`src/rtl/cpu_mem_pkg.sv`:
```
// cpu_mem_pkg: shared definitions for the RAM arbiter and its grant selector.
//   state_t      - arbiter FSM encoding (IDLE, ACCESS, RESP), 2 bits
//   REQ_I/REQ_D  - requester IDs as driven on grant_d
//   CNT_W        - width of the latency and starvation counters
package cpu_mem_pkg;

  localparam int CNT_W = 4;

  typedef enum logic [1:0] {
    ST_IDLE   = 2'd0,
    ST_ACCESS = 2'd1,
    ST_RESP   = 2'd2
  } state_t;

  localparam logic REQ_I = 1'b0;
  localparam logic REQ_D = 1'b1;

endpackage

```
`src/rtl/ram_arb_select.sv`:
```
// ram_arb_select: grant decision between fetch (I) and memory-stage (D)
// requesters, with a starvation counter that forces I to win after
// STARVE_LIMIT consecutive D grants taken while I was waiting.
// Ports:
//   clk, rst     - clock, synchronous active-high reset
//   if_req       - fetch request pending
//   d_req        - data request pending
//   grant_stb    - high when the arbiter is free to grant this cycle
//   grant_valid  - some requester can be granted
//   grant_d      - winner (1 = D, 0 = I); meaningful with grant_valid
module ram_arb_select
  import cpu_mem_pkg::*;
#(
  parameter int STARVE_LIMIT = 4
) (
  input  logic clk,
  input  logic rst,
  input  logic if_req,
  input  logic d_req,
  input  logic grant_stb,
  output logic grant_valid,
  output logic grant_d
);

  localparam logic [CNT_W-1:0] LIMIT = CNT_W'(STARVE_LIMIT);

  logic [CNT_W-1:0] starve_cnt;
  logic             below_limit;

  // NOTE: every combinational output gets a default first so no path can
  // leave it unassigned and infer a latch.
  always_comb begin
    grant_valid = 1'b0;
    grant_d     = REQ_I;
    below_limit = (starve_cnt < LIMIT);
    if (d_req && (!if_req || below_limit)) begin
      grant_valid = 1'b1;
      grant_d     = REQ_D;
    end else if (if_req) begin
      grant_valid = 1'b1;
      grant_d     = REQ_I;
    end
  end

  // Counts D grants that bypassed a waiting I; saturates at the limit so the
  // comparison above stays pinned until I is finally served.
  // NOTE: sequential state uses non-blocking assignments so every register
  // samples pre-edge values regardless of block ordering.
  always_ff @(posedge clk) begin
    if (rst) begin
      starve_cnt <= '0;
    end else if (grant_stb && grant_valid) begin
      if (grant_d == REQ_D && if_req) begin
        if (below_limit) starve_cnt <= starve_cnt + 1'b1;
      end else begin
        starve_cnt <= '0;
      end
    end
  end

endmodule

```
`src/rtl/ram_arbiter.sv`:
```
// ram_arbiter: shares a single-ported RAM between the fetch requester (I)
// and the memory-stage requester (D). One transaction at a time:
// IDLE (sample requests) -> ACCESS (1 cycle for writes, LATENCY for reads)
// -> RESP (one-cycle done pulse to the owner) -> IDLE.
// Ports:
//   clk, rst                   - clock, synchronous active-high reset
//   if_req/if_addr             - fetch read request and address
//   if_rdata/if_done           - fetch data (held) and completion pulse
//   d_req/d_we/d_addr/d_wdata  - data request, store flag, address, data
//   d_rdata/d_done             - load data (held) and completion pulse
//   ram_addr/ram_wdata/ram_we  - registered RAM command
//   ram_rdata                  - RAM read data
//   busy                       - any state other than IDLE
//   grant_d                    - owner of current transaction (1 = D)
module ram_arbiter
  import cpu_mem_pkg::*;
#(
  parameter int LATENCY      = 1,
  parameter int STARVE_LIMIT = 4
) (
  input  logic        clk,
  input  logic        rst,
  input  logic        if_req,
  input  logic [31:0] if_addr,
  output logic [31:0] if_rdata,
  output logic        if_done,
  input  logic        d_req,
  input  logic        d_we,
  input  logic [31:0] d_addr,
  input  logic [31:0] d_wdata,
  output logic [31:0] d_rdata,
  output logic        d_done,
  output logic [31:0] ram_addr,
  output logic [31:0] ram_wdata,
  output logic        ram_we,
  input  logic [31:0] ram_rdata,
  output logic        busy,
  output logic        grant_d
);

  localparam logic [CNT_W-1:0] LAT_LAST = CNT_W'(LATENCY - 1);

  state_t           state, state_nxt;
  logic [CNT_W-1:0] lat_cnt;
  logic             grant_stb;
  logic             sel_valid;
  logic             sel_d;
  logic             read_last;

  assign grant_stb = (state == ST_IDLE);
  assign read_last = (lat_cnt == LAT_LAST);

  ram_arb_select #(
    .STARVE_LIMIT (STARVE_LIMIT)
  ) u_select (
    .clk         (clk),
    .rst         (rst),
    .if_req      (if_req),
    .d_req       (d_req),
    .grant_stb   (grant_stb),
    .grant_valid (sel_valid),
    .grant_d     (sel_d)
  );

  always_ff @(posedge clk) begin
    if (rst) state <= ST_IDLE;
    else     state <= state_nxt;
  end

  // Next state plus the state-decoded outputs. Done pulses come straight
  // from RESP so they can never outlive the transaction.
  always_comb begin
    state_nxt = state;
    busy      = (state != ST_IDLE);
    if_done   = 1'b0;
    d_done    = 1'b0;
    case (state)
      ST_IDLE: begin
        if (sel_valid) state_nxt = ST_ACCESS;
      end
      ST_ACCESS: begin
        // A store needs only the single write cycle; a load waits out the
        // RAM latency.
        if (ram_we || read_last) state_nxt = ST_RESP;
      end
      ST_RESP: begin
        if_done   = (grant_d == REQ_I);
        d_done    = (grant_d == REQ_D);
        state_nxt = ST_IDLE;
      end
      default: state_nxt = ST_IDLE;
    endcase
  end

  // Command and response registers. The read data registers are reset as
  // well because their value is visible to the pipeline at all times.
  always_ff @(posedge clk) begin
    if (rst) begin
      ram_addr  <= '0;
      ram_wdata <= '0;
      ram_we    <= 1'b0;
      grant_d   <= REQ_I;
      lat_cnt   <= '0;
      if_rdata  <= '0;
      d_rdata   <= '0;
    end else begin
      case (state)
        ST_IDLE: begin
          if (sel_valid) begin
            grant_d <= sel_d;
            lat_cnt <= '0;
            if (sel_d == REQ_D) begin
              ram_addr  <= d_addr;
              ram_wdata <= d_wdata;
              ram_we    <= d_we;
            end else begin
              // Fetches never write; ram_wdata keeps its last value.
              ram_addr <= if_addr;
              ram_we   <= 1'b0;
            end
          end
        end
        ST_ACCESS: begin
          if (ram_we) begin
            ram_we <= 1'b0;
          end else begin
            lat_cnt <= lat_cnt + 1'b1;
            if (read_last) begin
              if (grant_d == REQ_D) d_rdata  <= ram_rdata;
              else                  if_rdata <= ram_rdata;
            end
          end
        end
        default: ;
      endcase
    end
  end

endmodule

```
`config.mk`:
```
export PLATFORM = sky130hd
export DESIGN_NAME = ram_arbiter
export DESIGN_NICKNAME = d
export VERILOG_FILES = /design/src/rtl/cpu_mem_pkg.sv /design/src/rtl/ram_arb_select.sv /design/src/rtl/ram_arbiter.sv
export SDC_FILE = /design/constraint.sdc
export NUM_CORES = 1
export LEC_CHECK = 0
export ABC_CLOCK_PERIOD_IN_PS = 1920
export CAP_MARGIN = 15
export CELL_PAD_IN_SITES_DETAIL_PLACEMENT = 0
export CELL_PAD_IN_SITES_GLOBAL_PLACEMENT = 1
export CORE_AREA = 2 2 140 142
export CTS_BUF_LIST = sky130_fd_sc_hd__clkbuf_4 sky130_fd_sc_hd__clkbuf_8
export DETAILED_ROUTE_END_ITERATION = 10
export DIE_AREA = 0 0 142 144
export GPL_ROUTABILITY_DRIVEN = 0
export PLACE_DENSITY = 0.92
export SLEW_MARGIN = 20
export SYNTH_ARGS = -nofsm -noshare
export SYNTH_HDL_FRONTEND = slang
export SYNTH_HIERARCHICAL = 1
export SYNTH_SLANG_ARGS = --single-unit
```
`constraint.sdc`:
```
create_clock -name clk -period 1.92 [get_ports clk]
set_input_delay 0.384 -clock clk [delete_from_list [all_inputs] [get_ports clk]]
set_output_delay 0.384 -clock clk [all_outputs]
set_load 0.1 [all_outputs]
```
Word level (Yosys, flattened, before mapping). Cells that the tools add are included.

Output and inout port bits: 133. Bits in registers: 140. Input bits: 133. Word-level logic and storage cells: 55.

Eq/ne operators: 6. Reduce and logical (&&, ||, !) cells: 18. Multiplexer cells: 17. $add $sub $neg: 2. Magnitude comparators: 1. Bitwise operators: 2.

Operators with widths (count): $mux 32 (1); $mux 4 (4); $add 4x1->4 const B (2); $pmux 4 s2 (1); $reduce_and 2->1 (4); $reduce_and 4->1 (2); $mux 1 (7); $ne 2x2->1 const B (3); $reduce_and 3->1 (2); $logic_not 4->1 (1); $lt 4x3->1 const B (1); $mux 2 (2); $pmux 2 s2 (1); $reduce_bool 2->1 (2); $logic_and 1x1->1 (3); $eq 2x1->1 const B (1); $eq 2x2->1 const B (1); $logic_not 2->1 (1); $logic_or 1x1->1 (2); $ne 2x1->1 const B (1); $not 1->1 (2); $pmux 1 s2 (1); $logic_not 1->1 (1).

Logic depth before layout (Yosys ltp). Gate-level depths: netlist of run 1.

Depth in word-level cells: 7. Mapped depth: 8. Depth with buffers taken out: 5.

By module. The synthesis of run 1 kept the hierarchy.

By module, submodules not included: ram_arbiter (cells each 579, area an instance 5584.1 µm², times used 1, sequential area each 2722.6 µm²); ram_arb_select (cells each 19, area an instance 201.4 µm², times used 1, sequential area each 80.1 µm²).

Worst setup path before layout of run 1. Ideal clock, no wire load.

Path kind: register to output. From: register grant_d. To: output if_done. Buffers on the path: 0. Path slack: -1.516 ns. Arrival: 3.052 ns. Stages on the path, launching flop included: 2. Path through: dfxtp_1 > nor3b_1.

Word-level cells in the longest chain between the ends: 2.

RTL lines: start, declared (RTL line ram_arbiter.sv:38) `output logic grant_d`; start signal, assigned (RTL line ram_arbiter.sv:110) `grant_d <= sel_d;`; $not 1->1 (no source line); $mux 1 (RTL line ram_arbiter.sv:77) `case (state)`; end, declared (RTL line ram_arbiter.sv:26) `output logic if_done,`.

Every way passes these cells.

Final worst setup path of run 1.
From: register state[1]. To: output busy.

Word-level cells in the longest chain between the ends: 1.

RTL lines: start, declared (RTL line ram_arbiter.sv:43) `state_t state, state_nxt;`; start signal, assigned (RTL line ram_arbiter.sv:67) `else state <= state_nxt;`; $reduce_bool 2->1 (RTL line ram_arbiter.sv:74) `busy = (state != ST_IDLE);`; end, declared (RTL line ram_arbiter.sv:37) `output logic busy,`.

Every way passes these cells.

==> summary.md, run 1 <==
| Metric | Value |
|---|---|
| Run status | completed |
| Post-CTS Hold Fix Bufs | 0 |
| Worst-path maximum fanout | 8 |
| Drc violations | 0 |
| Proportion of register bits with asynchronous set or reset after synthesis | 0% |
| Tot Pwr | 0.008509 W |
| Top achievable clock speed | 547.0 MHz |
| Number of endpoints failing setup at the final stage | 0 |
| Net Sw Power | 0.003416 W |
| DP HPWL | 11,300 um |
| Net switching share of the total power | 40.15% |
| Number of different library cells in the post-synthesis netlist | 39 |
| DIE HEIGHT | 144 um |
| Synthesized netlist net count | 734 |
| Power share of the combinational group | 34.1% |
| Cells taking the most area after synthesis | dfxtp_1 48%, mux2i_1 17%, nand2b_1 10% |
| All-layer global routing usage | 14.72% |
| Total wire length after detailed routing | 15,500 um |
| Via density per instance | 4.511 |
| Number of instances in the synthesized netlist | 598 |
| Cell area reported after detailed placement | 0.008509 mm^2 |
| Fraction of final layout cells sized beyond drive strength 1 | 23.39% |
| Net count reported at finish | 991 |
| Placed cells | 1,074 |
| Seq pwr share | 38.1% |
| Die width | 142 um |
| Maximum number of pins on one net before global-route repair | 68 |
| Total vias in the final route | 4,989 |
| Max-slew violation count | 0 |
| LEAKAGE | 3.818 nW |
| Internal power | 0.005093 W |
| Maximum clock insertion buffer count | 2 |
| Wire length of the first global-routing pass | 23,920 um |
| Hold crit path type | in -> reg |
| Area delta synth->final | 53.76% |
| Clock skew | 19.34 ps |
| Synth Flop Type | dfxtp_1 |
| Remaining antenna violation count after routing | 0 |
| Sinks on Clock Net | 140 |
| Area of the core region | 0.01908 mm^2 |
| Number of enable flip-flop cells after synthesis | 0 |
| Cell area after synthesis | 0.005786 mm^2 |
| Yosys reg bits | 140 |
| Grt total ovfl | 0 |
| Number of levels the H-tree was split into | 4 |
| Total of max-cap violations | 0 |
| Clock insertion delay at the later pin of the skew report | 440 ps |
| Proportion of netlist area held by the largest area contributor | 48.44% |
| Sequential-to-total area share from yosys stat | 48.44% |
| Number of buffer cells added on primary ports | 265 |
| Count of cells resized by post-cts repair | 0 |
| Root Buffer | clkbuf_8 |
| Iteration-0 DRC Markers | 107 |
| First-pass iteration count of the detailed router | 4 |
| Kind of critical path | reg -> out |
| Mean cell area of the mapped netlist | 9.675 um^2 |
| Cell area after layout | 0.008896 mm^2 |
| Worst-Margin Slew | 544.0 ps |
| Count of antenna diodes in the layout | 0 |
| Data required time of the worst path | 1540 ps |
| Routed wire length per instance | 14.01 um |
| Cts bufs inserted | 17 |
| Initial core utilization | 30.32% |
| Arrival time reported for the critical path endpoint | 1440 ps |
| Standard-cell rows | 51 |
| Clock input transition at the sequential cells of the worst setup and hold paths | 80 ps |
| IO Count | 266 |
| Final Hold Fails | 0 |
| Slew Limit Headroom | 63.73% |
| Synth Warn # | 6 |
| Via count of the first global-routing pass | 4,830 |
| Antenna violations before repair | 0 |
| Worst IR drop on VDD | 0.0003616 V |
| Part of the total power dissipated in the clock network | 27.9% |
| Number of post-CTS setup repair buffers | 0 |
| Final Non-Filler Cells | 1,106 |
| Pwr dens | 956.5 mW/mm^2 |
| Die outline area | 0.02045 mm^2 |
| Final critical path time including I/O delays and setup | 1828 ps |
| Final worst-path cycle share | 95.21% |
| Critical Path Start Type | flop |
| Crit. End Element | output pin |
| Library cell with the largest summed area after synthesis | dfxtp_1 |
| Post-Route Setup TNS | 0 ps |
| CTS tree | done |
| Fraction of the core area covered by cells at the end of the flow | 46.63% |
| RSZ-0062 raised after global routing | no |
[cell usage after synthesis (2+ instances only)]
| cell type | n |
|---|---|
| a21oi_1 | 37 |
| ha_1 | 3 |
| nor3b_1 | 4 |
| nand3_1 | 4 |
| nor2_1 | 37 |
| nor3_1 | 2 |
| nand2_1 | 67 |
| nand2b_1 | 96 |
| mux2i_1 | 97 |
| xor2_1 | 2 |
| buf_4 | 2 |
| or2_2 | 2 |
| and3b_1 | 2 |
| a211oi_1 | 33 |
| nor4bb_1 | 2 |
| inv_1 | 3 |
| o21ai_0 | 2 |
| clkbuf_1 | 26 |
| buf_12 | 2 |
| dfxtp_1 | 140 |
| or3b_4 | 2 |
| buf_2 | 16 |
[registers in the layout, summed over array words and instances, names as in the netlist]
register and count:
ram_addr 32, grant_d 1, ram_we 1, state 2, u_select/starve_cnt 4, lat_cnt 4
ram_wdata 32, if_rdata 32, d_rdata 32
[power by group through the flow]
stage                     clock network (W)  logic (W)  registers [W]
after floorplan                           0   0.000664        0.00473
after global placement                    0    0.00291        0.00330
after detailed placement                  0    0.00292        0.00331
after CTS                           0.00246    0.00292        0.00324
after global routing                0.00257    0.00303        0.00327
final                               0.00237    0.00290        0.00324
[cell families (layout without fill, tap and decap cells)]
kind of cell / after synthesis / after routing / synth area share [%]
and+or+nand+nor: 229 / 229 / 21.00
xor gates and xnor gates: 3 / 3 / 0.4542
muxes: 97 / 97 / 16.78
adders and majority gates: 3 / 3 / 0.6489
AOI/OAI and AO/OA: 76 / 76 / 8.261
buffers and inverters: 50 / 320 / 4.412
DFF: 140 / 140 / 48.44
[placed cells by master, fill, tap and decap left out, types with 4 or more instances in the layout]
cell type / count
nor2_1: 37
a211oi_1: 33
clkbuf_8: 19
dfxtp_1: 138
nand2_1: 67
buf_4: 141
a21oi_1: 37
mux2i_1: 97
buf_12: 13
inv_6: 7
nand2b_1: 96
nand3_1: 4
clkdlybuf4s50_1: 131
[stage by stage]
step	hold WS [ps]	worst slack, ps
after floorplan	473.7	71.08
after global placement	442.7	-112.4
after detailed placement	446.7	-167.3
after CTS	382.1	48.46
after global routing	414.1	13.78
final	427.8	91.96
[worst max-delay path, cell delays in order (launching register included)]
cell and delay (ps):
dfxtp_1 330, buf_4 170, or2_2 340, buf_12 180
[per-layer routing]
layer / GRT usage, % / vias to the layer above / routed length [um]
met3: 5.662 / 10 / 1345
li1: - / 2536 / -
met1: 17.75 / 2236 / 6913
met5: 0 / - / 0
met4: 4.947 / 0 / 155
met2: 24.13 / 207 / 7083
[final timing paths]
| kind | startpoint | to | slack [ps] | cells past startpoint |
|---|---|---|---|---|
| max | state[1]$_SDFFE_PP0P_ | busy | 90 | 3 |
| min | rst | u_select/starve_cnt[3]$_SDFFE_PP0P_ | 430 | 2 |
| max reg2reg | lat_cnt[0]$_SDFFE_PP0P_ | if_rdata[16]$_SDFFE_PP0P_ | 110 | 6 |
| min reg2reg | ram_wdata[0]$_SDFFE_PP0P_ | ram_wdata[0]$_SDFFE_PP0P_ | 460 | 2 |
[layout make-up]
cell class	instances	area, um^2
tap	238	297.8
multi-input combinational	408	2765
timing repair buffer	285	2630
inverter	3	11.26
fill	1802	10180
clock buffer	19	261.5
clock inverter	13	125.1
sequential	140	2805
(Power assumes the default switching activity.)
==> run 2: changes to the inputs <==
--- a/config.mk
+++ b/config.mk
@@ -9,14 +9,14 @@
 export CAP_MARGIN = 15
 export CELL_PAD_IN_SITES_DETAIL_PLACEMENT = 0
 export CELL_PAD_IN_SITES_GLOBAL_PLACEMENT = 1
-export CORE_AREA = 2 2 140 142
-export CTS_BUF_LIST = sky130_fd_sc_hd__clkbuf_4 sky130_fd_sc_hd__clkbuf_8
+export CORE_AREA = 2 2 142 144
 export DETAILED_ROUTE_END_ITERATION = 10
-export DIE_AREA = 0 0 142 144
+export DIE_AREA = 0 0 144 146
 export GPL_ROUTABILITY_DRIVEN = 0
-export PLACE_DENSITY = 0.92
+export PLACE_DENSITY = 0.9
 export SLEW_MARGIN = 20
 export SYNTH_ARGS = -nofsm -noshare
 export SYNTH_HDL_FRONTEND = slang
 export SYNTH_HIERARCHICAL = 1
 export SYNTH_SLANG_ARGS = --single-unit
+export TNS_END_PERCENT = 20
==> run 2 against run 1 <==
Compared with the run above:
- sequential power about the same
- combinational power is essentially flat
- critical path type unchanged
- sequential share of layout area fell by 0.86 points
- count of clock-buffer cells in the layout down 1
- cell count is 2.6% higher
- critical path depth unchanged
==> summary.md, run 2 (synthesis results as in run 1) <==
| Metric | Value |
|---|---|
| Run status | completed (unchanged) |
| Die width | 144 um (was 142 um) |
| Standard-cell rows | 51 (unchanged) |
| Worst IR drop on VDD | 0.0005572 V (was 0.0003616 V) |
| DIE HEIGHT | 146 um (was 144 um) |
| Kind of critical path | reg -> out (unchanged) |
| Via count of the first global-routing pass | 4,772 (was 4,830) |
| Reg-to-reg critical path startpoint | lat_cnt[1]$_SDFFE_PP0P_ (was lat_cnt[0]$_SDFFE_PP0P_) |
| Number of endpoints failing setup at the final stage | 0 (unchanged) |
| Net count reported at finish | 993 (was 991) |
| Sinks on Clock Net | 140 (unchanged) |
| Crit. End Element | output pin (unchanged) |
| Via density per instance | 4.373 (was 4.511) |
| Worst-path maximum fanout | 12 (was 8) |
| Final Hold Fails | 0 (unchanged) |
| Slew Limit Headroom | 66.70% (was 63.73%) |
| Die outline area | 0.02102 mm^2 (was 0.02045 mm^2) |
| Total of max-cap violations | 0 (unchanged) |
| Worst-Margin Slew | 499.5 ps (was 544.0 ps) |
| Wire length of the first global-routing pass | 24,760 um (was 23,920 um) |
| Clock input transition at the sequential cells of the worst setup and hold paths | 60 ps (was 80 ps) |
| Commonest non-fill, non-tap cell in the layout | buf_4 (unchanged) |
| Remaining antenna violation count after routing | 0 (unchanged) |
| DP HPWL | 11,610 um (was 11,300 um) |
| First-pass iteration count of the detailed router | 5 (was 4) |
| Clock skew | 11.85 ps (was 19.34 ps) |
| Initial core utilization | 29.92% (was 30.32%) |
| Top achievable clock speed | 555.5 MHz (was 547.0 MHz) |
| Top cell family by delay on the critical path | buffers and inverters (unchanged) |
| Cts bufs inserted | 17 (unchanged) |
| Count of cells resized by post-cts repair | 0 (unchanged) |
| Data required time of the worst path | 1540 ps (about the same) |
| Final Non-Filler Cells | 1,135 (was 1,106) |
| Count of antenna diodes in the layout | 0 (unchanged) |
| Fraction of final layout cells sized beyond drive strength 1 | 23.56% (was 23.39%) |
| Launching instance or port of the critical path | state[1]$_SDFFE_PP0P_ (unchanged) |
| Tot Pwr | 0.009429 W (was 0.008509 W) |
| Cell type of the slowest stage on the worst timing path | or2_2 (unchanged) |
| Most frequent cells in the layout | 143 x buf_4, 138 x dfxtp_1, 131 x clkdlybuf4s50_1 (was 141 x buf_4, 138 x dfxtp_1, 131 x clkdlybuf4s50_1) |
| Antenna violations before repair | 0 (unchanged) |
| Cell chain of the critical path | buf_4, or2_2, buf_12 (unchanged) |
| Largest incremental delay on the critical path | 340 ps (about the same) |
| LEAKAGE | 3.914 nW (was 3.818 nW) |
| Grt total ovfl | 0 (unchanged) |
| Clock insertion delay at the later pin of the skew report | 420 ps (was 440 ps) |
| Final worst-path cycle share | 93.75% (was 95.21%) |
| Max-slew violation count | 0 (unchanged) |
| Bufs and invs on worst path | 2 (unchanged) |
| Worst Hold Launch | ram_wdata[30]$_SDFFE_PP0P_ (was rst) |
| Number of levels the H-tree was split into | 4 (unchanged) |
| Total vias in the final route | 4,963 (was 4,989) |
| Filler instances | 1,840 (was 1,802) |
| Arrival time reported for the critical path endpoint | 1420 ps (was 1440 ps) |
| Total wire length after detailed routing | 15,930 um (was 15,500 um) |
| Number of post-CTS setup repair buffers | 0 (unchanged) |
| Placed cells | 1,103 (was 1,074) |
| Root Buffer | clkbuf_16 (was clkbuf_8) |
| Critical Path Start Type | flop (unchanged) |
| Number of buffer cells added on primary ports | 265 (unchanged) |
| Routed wire length per instance | 14.03 um (was 14.01 um) |
| Area of the core region | 0.01933 mm^2 (was 0.01908 mm^2) |
| Hold crit path type | reg -> reg (was in -> reg) |
| Drc violations | 0 (unchanged) |
| Final critical path time including I/O delays and setup | 1800 ps (was 1828 ps) |
| Pwr dens | 1031 mW/mm^2 (was 956.5 mW/mm^2) |
| CTS tree | done (unchanged) |
| IO Count | 266 (unchanged) |
| Iteration-0 DRC Markers | 114 (was 107) |
| Area delta synth->final | 58.07% (was 53.76%) |
| Post-CTS Hold Fix Bufs | 0 (unchanged) |
| All-layer global routing usage | 14.92% (was 14.72%) |
| RSZ-0062 raised after global routing | no (unchanged) |
| Maximum number of pins on one net before global-route repair | 65 (was 68) |
| Maximum clock insertion buffer count | 2 (unchanged) |
[run 2: changes by cell type in the layout (fill, tap and decap cells not counted), sizes merged]
cell / delta
clkinv: -2
clkbuf: -1
buf: +2
inv: +2
clkinvlp: +1
[run 2: cell type report]
cell class / count / area (um^2) / share of cell area [%]
Sequential cell: 140 / 2805 / 30.67
Inverter: 3 / 11.26 / 0.1231
Tap cell: 265 / 331.6 / 3.626
Multi-Input combinational cell: 408 / 2765 / 30.24
Clock inverter: 14 / 147.6 / 1.614
Clock buffer: 18 / 439.2 / 4.802
Timing Repair Buffer: 287 / 2645 / 28.92
[run 2: stage by stage]
stage                     setup TNS (ps)  util (%)  hold slack (ps)  instance area [um^2]  worst slack (ps)
after floorplan                        0         -            473.7                  5801             71.08
after global placement             -7524     44.26            442.2                  8558            -203.9
after detailed placement           -9695     44.26            447.6                  8558            -223.0
after CTS                              0     47.30            446.3                  9145             93.00
after global routing                   0     47.30            467.8                  9145             40.73
final                                  0     47.30            454.6                  9145             119.9
[run 2: worst paths after layout]
kind | end | slack [ps] | depth (start not counted)
setup reg to reg | if_rdata[16]$_SDFFE_PP0P_ | 130 | 6
hold reg to reg | ram_wdata[30]$_SDFFE_PP0P_ | 450 | 2
setup / recovery | busy | 120 | 3
hold / removal | ram_wdata[30]$_SDFFE_PP0P_ | 450 | 2
[run 2: tightest hold or removal path, stage by stage, from the launching register on]
cell	delay [ps]
dfxtp_1	310
nand2_1	50
a21oi_1	50
[run 2: metal layers]
layer / part of all wire (%) / global-route usage [%] / up-vias / routed length, um
li1: - / - / 2538 / -
met3: 11 / 6.811 / 11 / 1730
met4: 1.0 / 4.314 / 0 / 165
met5: 0 / 0 / - / 0
met2: 46 / 24.71 / 204 / 7254
met1: 43 / 17.23 / 2210 / 6777
[run 2: report_power, final]
group / internal [W] / switching [W] / leakage (nW)
combinational: 0.000858 / 0.00205 / 2.49
sequential: 0.00312 / 0.000119 / 1.15
clock: 0.00187 / 0.00141 / 0.281
==> run 3: changes to the inputs <==
--- a/config.mk
+++ b/config.mk
@@ -5,13 +5,14 @@
 export SDC_FILE = /design/constraint.sdc
 export NUM_CORES = 1
 export LEC_CHECK = 0
+export ABC_AREA = 1
 export ABC_CLOCK_PERIOD_IN_PS = 1920
 export CAP_MARGIN = 15
 export CELL_PAD_IN_SITES_DETAIL_PLACEMENT = 0
 export CELL_PAD_IN_SITES_GLOBAL_PLACEMENT = 1
-export CORE_AREA = 2 2 142 144
+export CORE_AREA = 2 2 148 150
 export DETAILED_ROUTE_END_ITERATION = 10
-export DIE_AREA = 0 0 144 146
+export DIE_AREA = 0 0 150 152
 export GPL_ROUTABILITY_DRIVEN = 0
 export PLACE_DENSITY = 0.9
 export SLEW_MARGIN = 20
==> run 3 against run 2 <==
Compared with the run above:
- die area is 8.4% higher
- sequential cell count stayed put
- largest cell class unchanged
- register-to-register slack improved by 220 ps
- critical path type unchanged
- highest routed layer unchanged
- first-iteration DRC count grew 130%
- global-route usage up 0.93 points
- synthesized cell count is 44% higher
==> summary.md, run 3 <==
| Metric | Value |
|---|---|
| Wire length of the first global-routing pass | 29,020 um (was 24,760 um) |
| Most frequent cell after synthesis | nor2_1 (was dfxtp_1) |
| Worst IR drop on VDD | 0.0004895 V (was 0.0005572 V) |
| Pwr dens | 1132 mW/mm^2 (was 1031 mW/mm^2) |
| Top achievable clock speed | 577.2 MHz (was 555.5 MHz) |
| Metal3 WL | 1402 um (was 1730 um) |
| Initial core utilization | 27.43% (was 29.92%) |
| Root Buffer | clkbuf_16 (unchanged) |
| Mean cell area of the mapped netlist | 6.777 um^2 (was 9.675 um^2) |
| Via count of the first global-routing pass | 5,785 (was 4,772) |
| Crit. End Element | output pin (unchanged) |
| Cell area reported after detailed placement | 0.008671 mm^2 (was 0.008558 mm^2) |
| Iteration-0 DRC Markers | 265 (was 114) |
| Total wire length after detailed routing | 18,440 um (was 15,930 um) |
| CTS tree | done (unchanged) |
| Number of buffer cells added on primary ports | 265 (unchanged) |
| Antenna violations before repair | 0 (unchanged) |
| Worst Hold Launch | u_select/starve_cnt[3]$_SDFFE_PP0P_ (was ram_wdata[30]$_SDFFE_PP0P_) |
| Met1 wire length | 8043 um (was 6777 um) |
| Number of levels the H-tree was split into | 4 (unchanged) |
| Total of max-cap violations | 0 (unchanged) |
| Drc violations | 0 (unchanged) |
| Standard-cell rows | 54 (was 51) |
| Net Sw Power | 0.004213 W (was 0.003580 W) |
| Number of different library cells in the post-synthesis netlist | 24 (was 39) |
| Fraction of the core area covered by cells at the end of the flow | 43.53% (was 47.30%) |
| Worst-Margin Slew | 671.6 ps (was 499.5 ps) |
| Worst-path maximum fanout | 5 (was 12) |
| Cell count of the worst hold path | 2 (unchanged) |
| Length in cells of the worst reg-to-reg path | 8 (was 6) |
| Maximum clock insertion buffer count | 2 (unchanged) |
| Post-CTS Hold Fix Bufs | 0 (unchanged) |
| Clock skew | 14.12 ps (was 11.85 ps) |
| Critical Path Start Type | flop (unchanged) |
| Cells taking the most area after synthesis | dfxtp_1 48%, nor2_1 17%, nand2_1 14% (was dfxtp_1 48%, mux2i_1 17%, nand2b_1 10%) |
| Area of the core region | 0.02135 mm^2 (was 0.01933 mm^2) |
| Cts bufs inserted | 17 (unchanged) |
| Yosys reg bits | 140 (unchanged) |
| Top Layer Used | met4 (unchanged) |
| Max-slew violation count | 0 (unchanged) |
| Remaining antenna violation count after routing | 0 (unchanged) |
| Proportion of netlist area held by the largest area contributor | 47.86% (was 48.44%) |
| Seq pwr share | 31.7% (was 34.3%) |
| Number of enable flip-flop cells after synthesis | 0 (unchanged) |
| Hold crit path type | reg -> reg (unchanged) |
| Net switching share of the total power | 40.05% (was 37.97%) |
| R2r endpoint | if_rdata[18]$_SDFFE_PP0P_ (was if_rdata[16]$_SDFFE_PP0P_) |
| Run status | completed (unchanged) |
| Cell area after synthesis | 0.005856 mm^2 (was 0.005786 mm^2) |
| All-layer global routing usage | 15.85% (was 14.92%) |
| Count of antenna diodes in the layout | 0 (unchanged) |
| Commonest non-fill, non-tap cell in the layout | nor2_1 (was buf_4) |
| Fraction of final layout cells sized beyond drive strength 1 | 17.87% (was 23.56%) |
| Synth Flop Type | dfxtp_1 (unchanged) |
| Slew Limit Headroom | 55.23% (was 66.70%) |
| Final critical path time including I/O delays and setup | 1733 ps (was 1800 ps) |
| Part of the total power dissipated in the clock network | 33.0% (was 34.8%) |
| Sinks on Clock Net | 140 (unchanged) |
| DIE HEIGHT | 152 um (was 146 um) |
| Grt total ovfl | 0 (unchanged) |
| Total vias in the final route | 6,139 (was 4,963) |
| Minimum setup slack among reg-to-reg paths | 350 ps (was 130 ps) |
| LEAKAGE | 4.359 nW (was 3.914 nW) |
| IO Count | 266 (unchanged) |
| Arrival time reported for the critical path endpoint | 1350 ps (was 1420 ps) |
| Synth Warn # | 6 (unchanged) |
| Net count reported at finish | 1,248 (was 993) |
| Routed wire length per instance | 13.12 um (was 14.03 um) |
| Most frequent cells in the layout | 270 x nor2_1, 219 x nand2_1, 139 x dfxtp_1 (was 143 x buf_4, 138 x dfxtp_1, 131 x clkdlybuf4s50_1) |
| Area delta synth->final | 58.72% (was 58.07%) |
| Proportion of register bits with asynchronous set or reset after synthesis | 0% (unchanged) |
| Worst hold slack across all endpoints | 448.5 ps (was 454.6 ps) |
| Final Hold Fails | 0 (unchanged) |
| Post-Route Setup TNS | 0 ps (unchanged) |
| Die outline area | 0.02280 mm^2 (was 0.02102 mm^2) |
| Via density per instance | 4.369 (was 4.373) |
| Maximum number of pins on one net before global-route repair | 131 (was 65) |
| Sequential-to-total area share from yosys stat | 47.86% (was 48.44%) |
| Power share of the combinational group | 35.3% (was 30.9%) |
| Library cell with the largest summed area after synthesis | dfxtp_1 (unchanged) |
| Data required time of the worst path | 1540 ps (about the same) |
| Clock insertion delay at the later pin of the skew report | 410 ps (was 420 ps) |
| Synthesized netlist net count | 1,000 (was 734) |
| Top cells by instance count after synthesis | 272 x nor2_1, 219 x nand2_1, 140 x dfxtp_1 (was 140 x dfxtp_1, 97 x mux2i_1, 96 x nand2b_1) |
| Number of instances in the synthesized netlist | 864 (was 598) |
| Tot Pwr | 0.01052 W (was 0.009429 W) |
| Number of post-CTS setup repair buffers | 0 (unchanged) |
| Sink of the worst hold path | u_select/starve_cnt[3]$_SDFFE_PP0P_ (was ram_wdata[30]$_SDFFE_PP0P_) |
| Reg-to-reg critical path startpoint | lat_cnt[0]$_SDFFE_PP0P_ (was lat_cnt[1]$_SDFFE_PP0P_) |
| RSZ-0062 raised after global routing | no (unchanged) |
| Routed wire length on met2 | 8769 um (was 7254 um) |
| Cell area after layout | 0.009294 mm^2 (was 0.009145 mm^2) |
| Internal power | 0.006306 W (was 0.005849 W) |
| Number of endpoints failing setup at the final stage | 0 (unchanged) |
| Count of cells resized by post-cts repair | 0 (unchanged) |
| First-pass iteration count of the detailed router | 4 (was 5) |
| Die width | 150 um (was 144 um) |
| Final worst-path cycle share | 90.24% (was 93.75%) |
| DP HPWL | 12,590 um (was 11,610 um) |
| Clock input transition at the sequential cells of the worst setup and hold paths | 60 ps (about the same) |
| Kind of critical path | reg -> out (unchanged) |
[run 3: cell count changes after synthesis, moves of 33 or more]
cell      delta
a211oi_1    -33
a21oi_1     -34
inv_1       +46
mux2i_1     -97
nand2_1    +152
nand2b_1    -96
nand4_1     +33
nor2_1     +235
o21ai_0     +55
[run 3: through the flow]
stage,cells,worst slack [ps]
3_5_place_dp,1373,-50.87
4_1_cts,1405,135.9
6_report,1405,187.4
2_1_floorplan,864,35.88
5_1_grt,1405,114.2
3_3_place_gp,1373,-33.96
[run 3: metal layers]
layer | vias up | global-route usage [%]
li1 | 3157 | -
met1 | 2765 | 19.13
met2 | 203 | 26.92
met3 | 14 | 5.285
met4 | 0 | 4.133
met5 | - | 0
[run 3: power groups by stage]
stage	logic [W]	registers (W)	clock network, W
6_report	0.00371	0.00334	0.00347
5_1_grt	0.00391	0.00338	0.00371
4_1_cts	0.00374	0.00334	0.00358
3_5_place_dp	0.00374	0.00340	0
3_3_place_gp	0.00372	0.00339	0
2_1_floorplan	0.000815	0.00526	0
[run 3: kinds of logic after synthesis]
logic type / synth area share (%)
AOI/OAI and AO/OA: 5.812
DFF: 47.86
adders and majority gates: 0.6411
and+or+nand+nor: 37.84
buffers and inverters: 7.842
[run 3: area by class of cell]
type / instances / area (um^2)
timing repair buffer: 280 / 2683
tap: 280 / 350.3
fill: 2235 / 12060
clock buffer: 18 / 429.2
multi-input combinational: 619 / 2628
clock inverter: 14 / 193.9
inverter: 54 / 203.9
sequential: 140 / 2806
[run 3: how the worst max path moves through the flow]
stage	start	to
2_1_floorplan	grant_d$_SDFFE_PP0P_	d_done
3_3_place_gp	d_req	ram_wdata[27]$_SDFFE_PP0P_
3_5_place_dp	d_req	ram_wdata[23]$_SDFFE_PP0P_
4_1_cts	grant_d$_SDFFE_PP0P_	d_done
5_1_grt	grant_d$_SDFFE_PP0P_	d_done
6_report	grant_d$_SDFFE_PP0P_	d_done
[run 3: worst max-delay path, cell delays in order (launching register included)]
cell and delay, ps:
dfxtp_4 410, inv_1 100, nor3_4 220, buf_12 210
